[src/rtl/scan_pkg.sv]
// Shared types and constants for the LED matrix / 7-segment scan controller.
package scan_pkg;

   localparam int NUM_COLS  = 5;
   localparam int NUM_LINES = 7;
   localparam int NUM_SLOTS = 6;

   typedef enum logic [2:0] {
      SLOT_C0  = 3'd0,
      SLOT_C1  = 3'd1,
      SLOT_C2  = 3'd2,
      SLOT_C3  = 3'd3,
      SLOT_C4  = 3'd4,
      SLOT_SEG = 3'(NUM_SLOTS - 1)
   } slot_t;

   localparam logic [2:0] SEG_SLOT = 3'd5;

   typedef logic [NUM_COLS*NUM_LINES-1:0] frame_t;

   localparam logic [NUM_COLS-1:0]  COL_OFF  = 5'b11111;
   localparam logic [NUM_LINES-1:0] LINE_OFF = '0;
   localparam logic [7:0]           SEG_OFF  = '0;

   // Column c of a frame occupies bits [7c+6:7c].
   function automatic logic [NUM_LINES-1:0] frame_col(input frame_t f, input slot_t s);
      logic [NUM_LINES-1:0] col;
      col = LINE_OFF;
      case (s)
         SLOT_C0: col = f[6:0];
         SLOT_C1: col = f[13:7];
         SLOT_C2: col = f[20:14];
         SLOT_C3: col = f[27:21];
         SLOT_C4: col = f[34:28];
         default: col = LINE_OFF;
      endcase
      return col;
   endfunction

endpackage

[src/rtl/scan_prescaler.sv]
// Slot-length prescaler: counts 0..PRESCALE-1 while enabled and flags the wrap cycle.
module scan_prescaler #(
   parameter int PRESCALE = 50000
) (
   input  logic                        clk,
   input  logic                        rst_n,
   input  logic                        en,
   output logic [$clog2(PRESCALE)-1:0] count,
   output logic                        wrap
);

   localparam int CW = $clog2(PRESCALE);
   localparam logic [CW-1:0] LAST = CW'(PRESCALE - 1);

   logic [CW-1:0] count_q, count_d;

   always_comb begin
      wrap    = en && (count_q == LAST);
      count_d = count_q;
      if (en) begin
         count_d = wrap ? '0 : count_q + 1'b1;
      end
   end

   always_ff @(posedge clk or negedge rst_n) begin
      if (!rst_n) begin
         count_q <= '0;
      end else begin
         count_q <= count_d;
      end
   end

   assign count = count_q;

endmodule

[src/rtl/matrix_scan_ctrl.sv]
// Six-slot scan scheduler for the 5x7 matrix and 7-segment digit with a double-buffered frame.
// Define SCAN_BLANK_EN to blank all drives for BLANK cycles at the start of every slot.
module matrix_scan_ctrl
   import scan_pkg::*;
#(
   parameter int PRESCALE = 50000,
   parameter int BLANK    = 2
) (
   input  logic                 clk,
   input  logic                 rst_n,
   input  logic                 en,
   input  logic                 frame_valid,
   output logic                 frame_ready,
   input  logic [34:0]          frame_cols,
   input  logic [7:0]           seg_in,
   output logic [NUM_COLS-1:0]  col_n,
   output logic [NUM_LINES-1:0] line,
   output logic [7:0]           seg,
   output logic                 disp_mtx,
   output logic                 disp_seg,
   output logic [2:0]           slot,
   output logic                 frame_done
);

   localparam int CW = $clog2(PRESCALE);

   logic [CW-1:0] count;
   logic          wrap;

   scan_prescaler #(.PRESCALE(PRESCALE)) u_prescaler (
      .clk   (clk),
      .rst_n (rst_n),
      .en    (en),
      .count (count),
      .wrap  (wrap)
   );

   slot_t  slot_q, slot_d;
   frame_t active_q, active_d;
   frame_t shadow_q, shadow_d;
   logic   pending_q, pending_d;
   logic   swap_q, swap_d;
   logic   accept, blank;

   logic [NUM_COLS-1:0]  col_n_q, col_n_d;
   logic [NUM_LINES-1:0] line_q, line_d;
   logic [7:0]           seg_q, seg_d;
   logic                 disp_mtx_q, disp_mtx_d;
   logic                 disp_seg_q, disp_seg_d;
   slot_t                slot_out_q;
   logic                 frame_done_q;

   // Slot FSM and frame buffering; the swap only happens at the end of a full scan.
   always_comb begin
      slot_d    = slot_q;
      active_d  = active_q;
      shadow_d  = shadow_q;
      pending_d = pending_q;
      accept    = frame_valid && !pending_q;
      swap_d    = wrap && (slot_q == SEG_SLOT) && pending_q;
      if (wrap) begin
         case (slot_q)
            SLOT_C0:  slot_d = SLOT_C1;
            SLOT_C1:  slot_d = SLOT_C2;
            SLOT_C2:  slot_d = SLOT_C3;
            SLOT_C3:  slot_d = SLOT_C4;
            SLOT_C4:  slot_d = SLOT_SEG;
            SLOT_SEG: slot_d = SLOT_C0;
            default:  slot_d = SLOT_C0;
         endcase
      end
      if (swap_d) begin
         active_d  = shadow_q;
         pending_d = 1'b0;
      end
      if (accept) begin
         shadow_d  = frame_cols;
         pending_d = 1'b1;
      end
   end

`ifdef SCAN_BLANK_EN
   always_comb begin
      blank = !en || (count < CW'(BLANK));
   end
`else
   localparam int unused_blank = BLANK;
   logic unused_count;
   assign unused_count = ^count;

   always_comb begin
      blank = !en;
   end
`endif

   // Drive values for the current slot; they land in the output registers one cycle later.
   always_comb begin
      col_n_d    = COL_OFF;
      line_d     = LINE_OFF;
      seg_d      = SEG_OFF;
      disp_mtx_d = 1'b0;
      disp_seg_d = 1'b0;
      if (!blank) begin
         if (slot_q == SEG_SLOT) begin
            seg_d      = seg_in;
            disp_seg_d = 1'b1;
         end else begin
            col_n_d    = ~(NUM_COLS'(1) << slot_q);
            line_d     = frame_col(active_q, slot_q);
            disp_mtx_d = 1'b1;
         end
      end
   end

   // swap_q delays frame_done so it lines up with the first registered slot-0 drive.
   always_ff @(posedge clk or negedge rst_n) begin
      if (!rst_n) begin
         slot_q       <= SLOT_C0;
         active_q     <= '0;
         shadow_q     <= '0;
         pending_q    <= 1'b0;
         swap_q       <= 1'b0;
         col_n_q      <= COL_OFF;
         line_q       <= LINE_OFF;
         seg_q        <= SEG_OFF;
         disp_mtx_q   <= 1'b0;
         disp_seg_q   <= 1'b0;
         slot_out_q   <= SLOT_C0;
         frame_done_q <= 1'b0;
      end else begin
         slot_q       <= slot_d;
         active_q     <= active_d;
         shadow_q     <= shadow_d;
         pending_q    <= pending_d;
         swap_q       <= swap_d;
         col_n_q      <= col_n_d;
         line_q       <= line_d;
         seg_q        <= seg_d;
         disp_mtx_q   <= disp_mtx_d;
         disp_seg_q   <= disp_seg_d;
         slot_out_q   <= slot_q;
         frame_done_q <= swap_q;
      end
   end

   assign frame_ready = !pending_q;
   assign col_n       = col_n_q;
   assign line        = line_q;
   assign seg         = seg_q;
   assign disp_mtx    = disp_mtx_q;
   assign disp_seg    = disp_seg_q;
   assign slot        = slot_out_q;
   assign frame_done  = frame_done_q;

endmodule

[config.mk]
export PLATFORM = sky130hd
export DESIGN_NAME = matrix_scan_ctrl
export DESIGN_NICKNAME = d
export VERILOG_FILES = /design/src/rtl/scan_pkg.sv /design/src/rtl/scan_prescaler.sv /design/src/rtl/matrix_scan_ctrl.sv
export SDC_FILE = /design/constraint.sdc
export NUM_CORES = 1
export LEC_CHECK = 0
export ABC_AREA = 1
export CAP_MARGIN = 20
export CELL_PAD_IN_SITES_DETAIL_PLACEMENT = 2
export CELL_PAD_IN_SITES_GLOBAL_PLACEMENT = 2
export CORE_ASPECT_RATIO = 0.75
export CORE_MARGIN = 1
export CORE_UTILIZATION = 30
export DETAILED_ROUTE_END_ITERATION = 10
export PLACE_DENSITY_LB_ADDON = 0.1
export SLEW_MARGIN = 20
export SYNTH_ARGS = -nofsm -noshare
export SYNTH_HDL_FRONTEND = slang
export SYNTH_SLANG_ARGS = --single-unit
[constraint.sdc]
create_clock -name clk -period 1.4 [get_ports clk]
set_clock_uncertainty 0.05 [all_clocks]
set_input_delay 0.21 -clock clk [delete_from_list [all_inputs] [get_ports clk]]
set_output_delay 0.21 -clock clk [all_outputs]
set_load 0.01 [all_outputs]
==> run_results.csv <==
group,metric,value,unit
synthesis,synthArstFlopShare,1.00,
synthesis,ys_seq_elements,117,
finish,layout.nets,742,
setup_path,path_class,"flop to flop",
clocking,htree_levels,4,
global_route,first_global_vias,4798,
timing,worstMarginPinSlew,0.319,ns
outcome,status,"finished with violations",
floorplanning,start_util,0.311,
timing,slew_violations,0,
floorplanning,fp.dieArea,17400,sq um
route,drc,14,
synthesis,avgSynthCellArea,9.19,sq um
timing,clock.fmax,633,MHz
synthesis,synth_area_leaders,"dfrtp_1, nand2_1, nor2_1",
setup_path,critical_path.max_stage_delay,0.41,ns
finish,layout-drive-gt1-share,0.369,
synthesis,synth_top_cell_area_share,0.553,
finish,area_delta_synth_final,49.6,%
clocking,cts_buffer_depth,2,
pwr,p_per_area,1240,nW/um^2
setup_path,crit_required,1.66,ns
clocking,cts_buffers,17,
synthesis,syn_inst,551,
route,drtIter0Drc,154,
timing,holdWs,0.168,ns
finish,finalNonFillerCells,917,
clocking,cts-root-buf,"clkbuf_16",
finish,antenna_cells,0,
timing,fin_crit_sh,1.13,
synthesis,ys_warn_count,0,
place,gp_congestion,0.828,
place,dp.cells,872,
floorplanning,io_pins,74,
timing,post-route-min-period,1.58,ns
floorplanning,die_w,152,um
clocking,cts_tree,"yes",
synthesis,syn-num-nets,599,
synthesis,yosysTopAreaCell,"dfrtp_1",
synthesis,ys_types,29,
synthesis,synthFlopType,"dfrtp_1",
synthesis,netlist_area,5070,sq um
route,dr.pass1.iters,7,
global_route,grt_usage,0.202,
route,via_count,4241,
place,dp_hpwl,11100,um
place,port_buffers,73,
clocking,cts_sinks,117,
timing,hold_violations,0,
setup_path,crit_chain,"ha_4 > nand2_4 > clkinv_4 > nand2_4 > nor2_4 > nand3_4 > buf_12 > nand2_1 > o21ai_2",
global_route,grt_max_degree,57,
outcome,violations,"DRC, setup timing",
route,antenna_left,0,
global_route,grt_first_pass_wirelength,26200,um
pwr,peakVddDrop,796,uV
floorplanning,row_count,40,
setup_path,cp-start-kind,"flop",
route,drt-total-wl,16600,um
setup_path,crit_path_end_kind,"flop",
synthesis,ys_seq_area_frac,0.579,
timing,rsz0062_at_grt,"yes",
pwr,leakage,3.87,nW
route,wire_per_inst,18.1,um
synthesis,synth_edf_count,0,
route,viasPerCell,4.62,
setup_path,critPathArrivalTime,1.84,ns
timing,setup_viol_count_final,53,
setup_path,path_max_fanout,33,
global_route,grt-ovfl-total,0,
timing,relSlewSlack,0.788,
place,place_area,6410,sq um
setup_path,cp_slowest_cell,"dfrtp_1",
clocking,path_clk_slew,0.06,ns
clocking,clk_latency,0.42,ns
job,max-cap-violations,0,
global_route,antenna_found_initial,0,
timing,setup_ws,-0.181,ns
floorplanning,dieHeight,115,um
min_path,hold_class,"input pin to async pin",
finish,final_area,7580,sq um
pwr,fin_total_pwr,9.43,mW
floorplanning,coreArea,16300,sq um
setup_path,crit_top_cell,"nand2_4",
==> cells in the final DEF (no fill, tap or decap), types with 17 or more instances in the layout <==
| cell type | instances |
|---|---|
| buf_4 | 52 |
| clkdlybuf4s50_1 | 45 |
| dlygate4sd2_1 | 21 |
| o21ai_2 | 42 |
| nand2_1 | 62 |
| nand2_2 | 36 |
| clkbuf_16 | 17 |
| a21oi_1 | 38 |
| inv_1 | 66 |
| nor2_1 | 69 |
| dfrtp_1 | 109 |
==> worst max-delay path, delay by kind of cell, from the launching register on <==
kind            cells  cell delay, ns
fa+ha+maj           1            0.18
buf+inv             2            0.26
compound gates      1            0.05
flops               1            0.41
simple gates        5            0.47
==> registers in the layout, summed over array words and instances, names as in the netlist, 3 cells and up <==
register,cells
shadow_q,35
active_q,35
u_prescaler.count,16
col_n,5
slot_q,3
line,7
slot,3
seg,8
==> layout make-up <==
| type | instances | area (sq um) |
|---|---|---|
| Clock buffer | 24 | 492 |
| Sequential cell | 117 | 2940 |
| Multi-Input combinational cell | 338 | 2140 |
| Timing Repair Buffer | 143 | 1340 |
| Fill cell | 1689 | 8690 |
| Clock inverter | 8 | 98.8 |
| Tap cell | 210 | 263 |
| Inverter | 77 | 302 |
==> what timing repair did <==
action	4_1_cts	5_1_grt
pin swaps	21	23
hold buffers	1	0
endpoints found under the hold margin	115	0
resized for setup	128	71
setup buffers	10	6
endpoints found under the setup margin	86	72
gates cloned	0	0
==> where the power goes <==
part           leakage (nW)  total, mW  switching, mW  internal [mW]
registers              1.41       3.74          0.155           3.58
logic                  2.18       1.33          0.776          0.553
clock network         0.286       4.36           1.57           2.80
==> cell families (layout without fill, tap and decap cells) <==
| kind of cell | after synthesis | in the layout | share of synthesized area |
|---|---|---|---|
| simple gates | 241 | 241 | 0.206 |
| xor+xnor | 4 | 4 | 0.00691 |
| flops | 117 | 117 | 0.579 |
| fa+ha+maj | 1 | 1 | 0.00247 |
| compound gates | 92 | 92 | 0.119 |
| buf+inv | 96 | 252 | 0.0864 |
==> per-layer routing <==
metal,global-route usage,routed length (um),share of wire,up-vias
li1,-,-,-,2005
met1,0.263,7840,0.47,2137
met2,0.337,7890,0.48,82
met3,0.0481,660,0.040,17
met4,0.0592,203,0.012,0
met5,0,0,0,-
==> Yosys cell counts (2+ instances only) <==
cell type,number
dfrtp_1,112
nand2_1,101
nor2_1,88
inv_1,72
a21oi_1,38
o21ai_2,37
nand3_1,20
nand2_2,14
o21ai_0,14
nand4_1,9
buf_6,8
buf_2,6
dfstp_2,5
clkbuf_1,4
xor2_1,4
nor2_4,3
inv_2,2
nor2_2,2
o21ai_1,2
==> path summary, 6_finish.rpt <==
check                           slack (ns)  cells after the start           end                  from
worst min-delay path                  0.17                      2     slot_q[0]                 rst_n
worst min register to register        0.31                      0    frame_done                swap_q
worst max-delay path                 -0.18                      9  active_q[16]  u_prescaler.count[1]
min in group clk                      0.28                      3        seg[6]             seg_in[6]
worst max register to register       -0.18                      9  active_q[16]  u_prescaler.count[1]
max in group asynchronous             0.53                      3   active_q[7]                 rst_n
==> metrics by stage <==
stage                     TNS, ns   util  setup slack (ns)
after floorplan           -0.0121      -          -0.00121
after global placement     -17.23  0.394            -0.326
after detailed placement   -19.90  0.394            -0.396
after CTS                   -4.53  0.447            -0.138
after global routing        -9.41  0.466            -0.230
final                       -6.02  0.466            -0.181
(Power assumes the default switching activity.)
